### src/rtl/mem_port_arbiter.sv
// ---------------------------------------------------------------------------
// mem_port_arbiter
//
// Shares one unified backing-memory port between the instruction fetch path
// (imem_*) and the load/store path (dmem_*) of a pipelined RV32I core.
// At most one transaction is outstanding. A granted request is forwarded to
// memory as a registered, single-cycle mask pulse, and the memory response is
// routed combinationally back to the requester that owns it.
//
// Arbitration (sampled only in IDLE):
//   - dmem wins when both are pending, unless dmem has already been granted
//     MAX_D_STREAK times in a row while imem was waiting; imem is then forced.
//
// Handshake: a requester raises a nonzero mask and holds address, masks and
// data stable until it sees its one-cycle resp. Requests are only looked at
// in IDLE, so a request still held during the resp cycle is never re-issued;
// whatever is presented in the cycle after resp is treated as a new request.
//
// Ports:
//   clk, rst                      clock, synchronous active-high reset
//   imem_addr/rmask               fetch request (pending when rmask != 0)
//   imem_rdata/resp               fetch completion (rdata is 0 unless resp)
//   dmem_addr/rmask/wmask/wdata   load/store request (pending when any mask != 0)
//   dmem_rdata/resp               load/store completion (rdata is 0 unless resp)
//   mem_addr/rmask/wmask/wdata    registered request to backing memory
//   mem_rdata/resp                backing memory response
//   dbg_state                     FSM state: 0 IDLE, 1 ISSUE_I, 2 ISSUE_D,
//                                 3 WAIT_I, 4 WAIT_D
//   dbg_d_streak                  consecutive dmem grants made while imem waited
// ---------------------------------------------------------------------------
module mem_port_arbiter #(
    parameter int unsigned MAX_D_STREAK = 4  // legal range 1..15
) (
    input  logic        clk,
    input  logic        rst,

    // Fetch port
    input  logic [31:0] imem_addr,
    input  logic [3:0]  imem_rmask,
    output logic [31:0] imem_rdata,
    output logic        imem_resp,

    // Load/store port
    input  logic [31:0] dmem_addr,
    input  logic [3:0]  dmem_rmask,
    input  logic [3:0]  dmem_wmask,
    input  logic [31:0] dmem_wdata,
    output logic [31:0] dmem_rdata,
    output logic        dmem_resp,

    // Backing memory port
    output logic [31:0] mem_addr,
    output logic [3:0]  mem_rmask,
    output logic [3:0]  mem_wmask,
    output logic [31:0] mem_wdata,
    input  logic [31:0] mem_rdata,
    input  logic        mem_resp,

    // Debug visibility
    output logic [2:0]  dbg_state,
    output logic [3:0]  dbg_d_streak
);

    typedef enum logic [2:0] {
        IDLE    = 3'd0,
        ISSUE_I = 3'd1,
        ISSUE_D = 3'd2,
        WAIT_I  = 3'd3,
        WAIT_D  = 3'd4
    } state_t;

    localparam logic [3:0] MAX_STREAK = 4'(MAX_D_STREAK);

    // -----------------------------------------------------------------------
    // State and registered memory request
    // -----------------------------------------------------------------------
    state_t      state_q,     state_d;
    logic [3:0]  d_streak_q,  d_streak_d;
    logic [31:0] mem_addr_q,  mem_addr_d;
    logic [3:0]  mem_rmask_q, mem_rmask_d;
    logic [3:0]  mem_wmask_q, mem_wmask_d;
    logic [31:0] mem_wdata_q, mem_wdata_d;

    // -----------------------------------------------------------------------
    // Request decode and arbitration
    // -----------------------------------------------------------------------
    logic imem_pend;
    logic dmem_pend;
    logic streak_full;
    logic grant_i;
    logic grant_d;

    always_comb begin
        imem_pend   = (imem_rmask != 4'h0);
        dmem_pend   = (dmem_rmask != 4'h0) || (dmem_wmask != 4'h0);
        streak_full = (d_streak_q >= MAX_STREAK);
        // imem only wins a tie once dmem has used up its streak allowance.
        grant_i     = (state_q == IDLE) && imem_pend && (!dmem_pend || streak_full);
        grant_d     = (state_q == IDLE) && dmem_pend && !(imem_pend && streak_full);
    end

    // -----------------------------------------------------------------------
    // Next-state logic
    // -----------------------------------------------------------------------
    always_comb begin
        state_d     = state_q;
        d_streak_d  = d_streak_q;
        mem_addr_d  = mem_addr_q;
        mem_rmask_d = mem_rmask_q;
        mem_wmask_d = mem_wmask_q;
        mem_wdata_d = mem_wdata_q;

        unique case (state_q)
            IDLE: begin
                // A stale mem_resp seen here is simply ignored.
                if (grant_d) begin
                    state_d     = ISSUE_D;
                    mem_addr_d  = dmem_addr;
                    mem_rmask_d = dmem_rmask;
                    mem_wmask_d = dmem_wmask;
                    mem_wdata_d = dmem_wdata;
                    // The streak only counts grants that made imem wait.
                    if (imem_pend) begin
                        d_streak_d = streak_full ? MAX_STREAK : d_streak_q + 4'd1;
                    end else begin
                        d_streak_d = 4'd0;
                    end
                end else if (grant_i) begin
                    state_d     = ISSUE_I;
                    mem_addr_d  = imem_addr;
                    mem_rmask_d = imem_rmask;
                    mem_wmask_d = 4'h0;
                    mem_wdata_d = 32'h0;
                    d_streak_d  = 4'd0;
                end
            end

            // The masks are live for exactly the ISSUE cycle; address and
            // write data keep their last value afterwards.
            ISSUE_I: begin
                state_d     = WAIT_I;
                mem_rmask_d = 4'h0;
                mem_wmask_d = 4'h0;
            end

            ISSUE_D: begin
                state_d     = WAIT_D;
                mem_rmask_d = 4'h0;
                mem_wmask_d = 4'h0;
            end

            WAIT_I: begin
                if (mem_resp) begin
                    state_d = IDLE;
                end
            end

            WAIT_D: begin
                if (mem_resp) begin
                    state_d = IDLE;
                end
            end

            default: begin
                state_d = IDLE;
            end
        endcase
    end

    // -----------------------------------------------------------------------
    // State registers
    // -----------------------------------------------------------------------
    always_ff @(posedge clk) begin
        if (rst) begin
            state_q     <= IDLE;
            d_streak_q  <= 4'd0;
            mem_addr_q  <= 32'h0;
            mem_rmask_q <= 4'h0;
            mem_wmask_q <= 4'h0;
            mem_wdata_q <= 32'h0;
        end else begin
            state_q     <= state_d;
            d_streak_q  <= d_streak_d;
            mem_addr_q  <= mem_addr_d;
            mem_rmask_q <= mem_rmask_d;
            mem_wmask_q <= mem_wmask_d;
            mem_wdata_q <= mem_wdata_d;
        end
    end

    // -----------------------------------------------------------------------
    // Outputs
    // -----------------------------------------------------------------------
    always_comb begin
        mem_addr     = mem_addr_q;
        mem_rmask    = mem_rmask_q;
        mem_wmask    = mem_wmask_q;
        mem_wdata    = mem_wdata_q;

        // Responses are steered by the WAIT state, so only the owner of the
        // in-flight transaction can ever see a resp pulse.
        imem_resp    = (state_q == WAIT_I) && mem_resp;
        dmem_resp    = (state_q == WAIT_D) && mem_resp;
        imem_rdata   = imem_resp ? mem_rdata : 32'h0;
        dmem_rdata   = dmem_resp ? mem_rdata : 32'h0;

        dbg_state    = state_q;
        dbg_d_streak = d_streak_q;
    end

endmodule

### config.mk
export PLATFORM = sky130hd
export DESIGN_NAME = mem_port_arbiter
export DESIGN_NICKNAME = d
export VERILOG_FILES = /design/src/rtl/mem_port_arbiter.sv
export SDC_FILE = /design/constraint.sdc
export NUM_CORES = 1
export LEC_CHECK = 0
export ABC_AREA = 1
export CAP_MARGIN = 20
export CORE_MARGIN = 3
export CORE_UTILIZATION = 32
export DETAILED_ROUTE_END_ITERATION = 7
export GPL_TIMING_DRIVEN = 0
export PLACE_DENSITY = 0.77
export SLEW_MARGIN = 20
export SYNTH_ARGS = -nofsm -noshare
export SYNTH_HDL_FRONTEND = slang
export SYNTH_SLANG_ARGS = --single-unit
### constraint.sdc
create_clock -name clk -period 1.5 [get_ports clk]
set_input_delay 0.3 -clock clk [delete_from_list [all_inputs] [get_ports clk]]
set_output_delay 0.3 -clock clk [all_outputs]
set_load 0.005 [all_outputs]
# Word-level counts from Yosys, hierarchy flattened
# Index checks and enable logic that the tools add are counted.
# word_totals
reg_bits,79
in_bits,143
out_inout_bits,145
elab_cells,55
# classes
n_addsub,1
order_cmp,1
n_eq_ne,6
mux,19
n_reduce_logical,22
# ops
cell,n
$mux W32,6
$mux W4,7
$pmux W4 S2,2
$pmux W3 S4,1
$reduce_bool A4 Y1,3
$mux W3,3
$logic_and A1 B1 Y1,7
$eq A3 B2 Y1 const B,2
$reduce_and A2 Y1,3
$add A4 B1 Y4 const B,1
$ge A4 B3 Y1 const B,1
$reduce_bool A2 Y1,2
$reduce_or A2 Y1,2
$eq A3 B1 Y1 const B,1
$eq A3 B3 Y1 const B,1
$logic_not A3 Y1,1
$ne A3 B3 Y1 const B,1
$logic_not A1 Y1,2
$logic_or A1 B1 Y1,2
$ne A2 B1 Y1 const B,1

# Depth between registers and ports, before layout
# Gate-level depths: netlist of run 1.
# depth
ltp_word,8
ltp_mapped,11
depth_no_buf,10

# Least setup slack after synthesis of run 1
# Ideal clock, no wire load.
# synth_path
kind,flip-flop to output port
startpoint,register state_q[0] (netlist: dbg_state[0])
endpoint,output imem_rdata[10]
arrival_ns,1.258
t_required_ns,1.200
setup_slack_ns,-0.058
path_stages_with_launch,6
path_buffers,1
cell_sequence,dfxtp_1 -> inv_2 -> nor4_1 -> inv_1 -> buf_2 -> nor2_1
# synth_via
elab_chain_len,3
# synth_lines
element,line,rtl
start: declaration,77,"state_t state_q, state_d;"
start signal: assignment,182,state_q <= state_d;
$eq A3 B2 Y1,202,imem_resp = (state_q == WAIT_I) && mem_resp;
$logic_and A1 B1 Y1,202,
net imem_resp,41,"output logic imem_resp,"
$mux W32,204,imem_rdata = imem_resp ? mem_rdata : 32'h0;
end: declaration,40,"output logic [31:0] imem_rdata,"
# The timed path passes the listed nets, and every way through them passes these cells.

# Worst setup path in the final report of run 1
# layout_path
startpoint,register state_q[0] (netlist: dbg_state[0])
endpoint,output imem_rdata[25]
# layout_via
elab_chain_len,3
# layout_lines
element,line
$eq A3 B2 Y1,202
$logic_and A1 B1 Y1,202
$mux W32,204
# Every way passes these cells.

==> results of run 1 <==
==> per-layer routing <==
layer	global-route usage	up-vias	share of wire
met5	0	-	0
met4	0.107	0	0.054
met3	0.0759	81	0.073
met2	0.504	308	0.54
met1	0.276	2693	0.34
li1	-	2669	-
==> worst paths after layout <==
path,from,end,cells after the start
worst min register to register,mem_wdata[20]$_SDFFE_PP0P_,mem_wdata[20]$_SDFFE_PP0P_,2
worst min-delay path,dmem_wmask[0],mem_wmask[0]$_SDFFE_PP0P_,3
worst max register to register,dbg_state[0]$_SDFFE_PP0P_,mem_wdata[3]$_SDFFE_PP0P_,10
worst max-delay path,dbg_state[0]$_SDFFE_PP0P_,imem_rdata[25],7
==> power groups by stage <==
| stage | logic, uW | registers (uW) | clock network (uW) |
|---|---|---|---|
| 6_report | 3470 | 2510 | 2560 |
| 3_5_place_dp | 2010 | 2510 | 0 |
| 2_1_floorplan | 833 | 2530 | 0 |
| 3_3_place_gp | 2000 | 2500 | 0 |
| 5_1_grt | 3660 | 2530 | 2660 |
| 4_1_cts | 3000 | 2470 | 2570 |
==> placed cells by master, fill, tap and decap left out, types with 35 or more instances in the layout <==
| master | instances |
|---|---|
| buf_2 | 59 |
| dlymetal6s2s_1 | 38 |
| nand2_1 | 79 |
| nand2_4 | 69 |
| dfxtp_1 | 62 |
| nand3_2 | 35 |
| a21oi_2 | 38 |
| buf_6 | 40 |
| dlygate4sd2_1 | 43 |
| inv_1 | 106 |
| nand2_2 | 40 |
| clkdlybuf4s50_1 | 139 |
==> kinds of logic after synthesis <==
| kind of cell | count (synthesis) | share of synthesized area |
|---|---|---|
| flip-flops | 79 | 0.397 |
| adder cells (fa/ha/maj) | 1 | 0.00314 |
| AND/OR/NAND/NOR | 323 | 0.335 |
| buffers and inverters | 154 | 0.162 |
| AO/OA/AOI/OAI | 81 | 0.103 |
==> metrics by stage <==
stage | setup slack, ns | cell area [um2]
5_1_grt | -0.658 | 9720
2_1_floorplan | -0.0578 | 3980
3_3_place_gp | -0.964 | 7060
4_1_cts | -0.475 | 8730
6_report | -0.598 | 9720
3_5_place_dp | -0.976 | 7060
==> state kept, by name, summed over array words and instances, names as in the netlist <==
register and count:
mem_addr 32, mem_wdata 32, dbg_d_streak 4, mem_rmask 4, mem_wmask 4, dbg_state 3
==> area by class of cell <==
type	count	area [um2]
antenna	7	17.5
buffer	33	424
clock buffer	9	225
clock inverter	7	120
fill	767	2390
inverter	118	462
multi-input combinational	407	3170
sequential	79	1610
tap	168	210
timing repair buffer	353	3480
==> worst min-delay path, delay by kind of cell <==
| family | cells | cell delay (ns) |
|---|---|---|
| compound gates | 1 | 0.05 |
| buf+inv | 1 | 0.26 |
| simple gates | 1 | 0.08 |
==> timing repair <==
| action | 4_1_cts | 5_1_grt |
|---|---|---|
| buffers inserted | 39 | 13 |
| cloned | 22 | 3 |
| setup endpoints to repair | 166 | 187 |
| pin swaps | 79 | 70 |
| gates resized for setup | 621 | 296 |
==> key figures, run 1 <==
Pwr
  • Leak: 0.00551 uW
  • Max IR drop VDD: 896 uV
  • Net switching power: 2770 uW
  • Pwr Total: 8540 uW
  • Pint: 5770 uW
  • Power per cell area: 879 nW/um2
  • Sw frac: 0.324
  • Sequential Power Share: 0.294
  • Comb pwr share: 0.406
  • Clock share of power: 0.300

Synth
  • Post-synth top area cell: dfxtp_1
  • Seq cells post-synth: 79
  • Area share of the largest cell type after synthesis: 0.397
  • Async S/R FF share, synth: 0
  • Distinct cell type count after synthesis: 25
  • Sequential area share after synthesis: 0.397
  • Synth Cell Area: 3980 um2
  • Top FF cell, synth: dfxtp_1
  • Post-Syn Nets: 782
  • Avg Cell Area, Syn: 6.24 um2
  • Top-count cell post-synth: nand2_1
  • Synth top cells by count: nand2_1 (189), inv_1 (114), dfxtp_1 (79), nor2_1 (74)
  • Post-synth EDFFs: 0
  • Yosys warns: 0
  • Synth top area cells: dfxtp_1 (40%), nand2_1 (18%), inv_1 (11%)
  • Synth Instances: 638

STA
  • Final hold violation count: 0
  • Final worst slack: -0.598 ns
  • Hold Slack: 0.384 ns
  • Fin crit period: 2.10 ns
  • Final setup viols: 135
  • Worst Skew: 0.00646 ns
  • Fin crit share: 1.40
  • Rel. slew slack: 0.425
  • Setup_tns: -31.44 ns
  • Unrepaired setup endpoints after global routing: yes
  • Max-slew violations: 0
  • Max Fclk: 477 MHz
  • Least-Margin Pin Slew: 0.863 ns

Global route
  • Remaining Overflow, GRT: 0
  • Number of global-route vias before repair: 5,419
  • First-pass GRT wire length: 29.2 mm
  • Initial antenna violation count: 6
  • All-layer global routing usage: 0.267
  • Largest net degree at the start of global routing: 15

CTS
  • Longest Clk Path Bufs: 2
  • CTS HTree Levels: 3
  • Clock Tree Root: clkbuf_16
  • Hold_buf cts: 0
  • Number of CTS-inserted buffers: 9
  • Worst skew pair latency: 0.34 ns
  • CTS tree: built
  • Clock Sinks: 79
  • Clock Pin Slew Worst Setup and Hold Paths: 0.07 ns

Die
  • Die height: 118 um
  • Initial Util: 0.329
  • Num ports: 288
  • Die Area: 13,800 um2
  • Core area: 12,100 um2
  • Site Rows: 40
  • Die extent in x: 118 um

Setup path
  • CP top delay family: buffers and inverters
  • CP max FO: 5
  • Worst Setup End Kind: primary output
  • WP data required: 1.20 ns
  • CP peak stage delay: 0.37 ns
  • Worst EP arrival: 1.80 ns
  • Bufs and invs on worst path: 5
  • Reg2reg setup slack: -0.25 ns
  • Setup crit start kind: flop
  • Crit path max-delay cell type: dfxtp_4
  • Critical path type: flop to primary output
  • Worst path cell trace: inv_6 > nor4_4 > inv_2 > buf_6 > buf_16 > nor2_1 > buf_2

Routing
  • Pre-Repair DR Iteration Count: 5
  • Vias per Instance: 4.87
  • DRC: 0
  • Total wire length: 22.6 mm
  • Via Count: 5,751
  • Initial DRC Count: 264
  • Routed Antenna Nets: 0
  • Drt wl/cell: 19.2 um

Placement
  • Port buffer count: 286
  • Routability cong.: 0.864
  • Hpwl dp: 12.5 mm
  • Placed cells: 1,092

Worst hold path
  • Worst hold path type: input port to flop

Cells and area
  • Final Util: 0.802
  • Area Growth Syn to Fin: 144%
  • Layout cell share with drive strength beyond 1: 0.459
  • Fin nets: 1,145
  • Final cell count without fillers: 1,181

Run status
  • Failing checks: setup timing
  • Status: finished, violations left

Job
  • Max-cap violation count: 0
No activity file was read; power rests on OpenSTA's default activity.
==> inputs of run 2 (changes only) <==
--- a/config.mk
+++ b/config.mk
@@ -6,6 +6,7 @@
 export NUM_CORES = 1
 export LEC_CHECK = 0
 export ABC_AREA = 1
+export ABC_CLOCK_PERIOD_IN_PS = 1500
 export CAP_MARGIN = 20
 export CORE_MARGIN = 3
 export CORE_UTILIZATION = 32
==> results of run 2 <==
The final DEF is identical to that of run 1; final timing and power are the same.
==> inputs of run 3 (changes only) <==
--- a/config.mk
+++ b/config.mk
@@ -11,7 +11,6 @@
 export CORE_MARGIN = 3
 export CORE_UTILIZATION = 32
 export DETAILED_ROUTE_END_ITERATION = 7
-export GPL_TIMING_DRIVEN = 0
 export PLACE_DENSITY = 0.77
 export SLEW_MARGIN = 20
 export SYNTH_ARGS = -nofsm -noshare
==> key figures, run 3 (synthesis results as in run 1) <==
Global route
  • Remaining Overflow, GRT: 0 (unchanged)
  • Largest net degree at the start of global routing: 35 (+20)
  • Number of global-route vias before repair: 5,088 (-6.1%)
  • All-layer global routing usage: 0.253 (-0.0137)
  • First-pass GRT wire length: 27.6 mm (-5.3%)
  • Initial antenna violation count: 5 (-1)

Die
  • Core area: 12,100 um2 (unchanged)
  • Die extent in x: 118 um (unchanged)
  • Site Rows: 40 (unchanged)
  • Die height: 118 um (unchanged)
  • Initial Util: 0.329 (unchanged)
  • Die Area: 13,800 um2 (unchanged)
  • Num ports: 288 (unchanged)

Routing
  • Via Count: 5,870 (+2.1%)
  • Pre-Repair DR Iteration Count: 5 (unchanged)
  • Routed Antenna Nets: 0 (unchanged)
  • Met2 Wirelength: 12.4 mm (+1.8%)
  • Met3 WL: 1.95 mm (+19%)
  • Drt wl/cell: 20.9 um (+8.9%)
  • DR top layer: met4
  • Vias per Instance: 5.04 (+3.6%)
  • WL met1: 8.27 mm (+8.5%)
  • DRC: 0 (unchanged)
  • Total wire length: 24.3 mm (+7.4%)
  • Initial DRC Count: 269 (+1.9%)

CTS
  • Longest Clk Path Bufs: 2 (unchanged)
  • Number of CTS-inserted buffers: 9 (unchanged)
  • Clock Tree Root: clkbuf_16
  • Worst skew pair latency: 0.36 ns (+0.02 ns)
  • Clock Pin Slew Worst Setup and Hold Paths: 0.08 ns (about the same)
  • Clock Sinks: 79 (unchanged)
  • CTS tree: built
  • CTS HTree Levels: 3 (unchanged)
  • Hold_buf cts: 0 (unchanged)

Placement
  • Placed cells: 1,089 (-0.27%)
  • Routability cong.: 0.878 (+1.6%)
  • Dpl cell area: 7230 um2 (+2.5%)
  • Port buffer count: 287 (+0.35%)
  • Hpwl dp: 11.6 mm (-7.0%)

Setup path
  • WP data required: 1.73 ns (+0.53 ns)
  • Reg2reg start: dbg_state[1]$_SDFFE_PP0P_
  • Worst path cell trace: inv_2 > buf_6 > nand2_4 > buf_6 > buf_6 > nor2_8 > nand3_4 > inv_8 > buf_8 > buf_6 > nand2_1 > a21oi_1
  • CP max FO: 6 (+1)
  • RR Endpoint: mem_wdata[30]$_SDFFE_PP0P_
  • Crit path top cell by count: buf_6
  • Critical path type: flop to flop
  • CP peak stage delay: 0.33 ns (-0.04 ns)
  • Worst EP arrival: 2.29 ns (+0.49 ns)
  • Worst Setup End Kind: flop
  • Reg2reg setup slack: -0.56 ns (-0.31 ns)
  • R2R depth: 12 (+2)
  • Setup crit start kind: flop
  • Crit path max-delay cell type: dfxtp_2

Pwr
  • Power per cell area: 873 nW/um2 (-0.58%)
  • Max IR drop VDD: 562 uV (-37%)
  • Leak: 0.00592 uW (+7.5%)
  • Pwr Total: 8630 uW (+1.1%)

Worst hold path
  • Worst hold path type: input port to flop
  • Hold path startpoint: dmem_wmask[3]
  • Hold Path End: mem_wmask[3]$_SDFFE_PP0P_
  • Hold Path Depth: 3 (unchanged)

STA
  • Final worst slack: -0.562 ns (+0.0365 ns)
  • Unrepaired setup endpoints after global routing: yes
  • Fin crit period: 2.06 ns (-0.0365 ns)
  • Max Fclk: 485 MHz (+1.8%)
  • Fin crit share: 1.37 (-0.0243)
  • Max-slew violations: 0 (unchanged)
  • Final hold violation count: 0 (unchanged)
  • Hold Slack: 0.278 ns (-0.106 ns)
  • Least-Margin Pin Slew: 0.377 ns (-0.486 ns)
  • Rel. slew slack: 0.749 (+0.324)
  • Final setup viols: 145 (+7.4%)
  • Worst Skew: 0.0195 ns (+0.0130 ns)

Cells and area
  • Fin nets: 1,130 (-1.3%)
  • Final Util: 0.816 (+0.0133)
  • Final cell count without fillers: 1,164 (-1.4%)
  • Fin area: 9880 um2 (+1.7%)
  • Multi-input logic area: 3100 um2 (-2.2%)
  • Area Growth Syn to Fin: 148%
  • Fill cell count: 696 (-9.3%)
  • Most frequent cells in the layout: clkdlybuf4s50_1 (138), inv_1 (109), dlymetal6s2s_1 (77), nand2_1 (75), nand2_4 (59)
  • Most common cell after layout, fill and taps aside: clkdlybuf4s50_1
  • Layout cell share with drive strength beyond 1: 0.460 (+0.000897)
  • Sequential cell area: 1610 um2 (-0.16%)

Run status
  • Failing checks: setup timing
  • Status: finished, violations left

Job
  • Max-cap violation count: 0 (unchanged)
## run 3: changes by cell type in the layout (fill, tap and decap cells not counted), sizes merged, moves of 3 or more
| cell | before | now |
|---|---|---|
| buf | 155 | 128 |
| clkbuf | 20 | 26 |
| clkdlybuf4s15 | 0 | 6 |
| dlygate4sd2 | 43 | 5 |
| dlymetal6s2s | 38 | 77 |
| inv | 118 | 121 |
## run 3: where the power goes
part	internal, uW	leakage (uW)	switching, uW
clock	1330	0.000150	1040
combinational	1950	0.00511	1780
sequential	2350	0.000662	171
total	5630	0.00592	3000
## run 3: per-layer routing
layer  global-route usage  vias up
met5                    0        -
li1                     -     2655
met3               0.0663      114
met2                0.468      349
met4                0.121        0
met1                0.267     2752
## run 3: cell type report
| cell class | instances | area share |
|---|---|---|
| timing repair buffer | 371 | 0.424 |
| antenna | 5 | 0.00127 |
| inverter | 118 | 0.0458 |
| clock inverter | 7 | 0.00899 |
| sequential | 79 | 0.163 |
| clock buffer | 9 | 0.0228 |
| tap | 168 | 0.0213 |
| multi-input combinational | 407 | 0.313 |
## run 3: per-stage QoR
step                      setup WS, ns  TNS, ns
after floorplan                -0.0578    -1.73
after global placement          -0.856   -78.02
after detailed placement        -0.857   -80.91
after CTS                       -0.466   -35.63
after global routing            -0.625   -53.66
final                           -0.562   -45.56
## run 3: worst max-delay path: cells and delay by family, from the launching register on
kind / cells / cell delay, ns
buf+inv: 7 / 0.84
compound gates: 1 / 0.32
simple gates: 4 / 0.46
flops: 1 / 0.33
## run 3: timing repair
action,4_1_cts,5_1_grt
gates cloned,16,21
resized for setup,348,463
setup endpoints to repair,173,216
pin swaps,23,93
buffers inserted,17,12
## run 3: worst max-delay path by stage
| stage | startpoint | depth (start not counted) | slack, ns | to |
|---|---|---|---|---|
| after floorplan | dbg_state[0]$_SDFFE_PP0P_ | 5 | -0.06 | imem_rdata[10] |
| after global placement | mem_resp | 8 | -0.86 | dmem_rdata[25] |
| after detailed placement | mem_resp | 8 | -0.86 | dmem_rdata[25] |
| after CTS | dbg_state[0]$_SDFFE_PP0P_ | 9 | -0.47 | dmem_rdata[19] |
| after global routing | dbg_state[1]$_SDFFE_PP0P_ | 12 | -0.62 | mem_wdata[30]$_SDFFE_PP0P_ |
| final | dbg_state[1]$_SDFFE_PP0P_ | 12 | -0.56 | mem_wdata[30]$_SDFFE_PP0P_ |
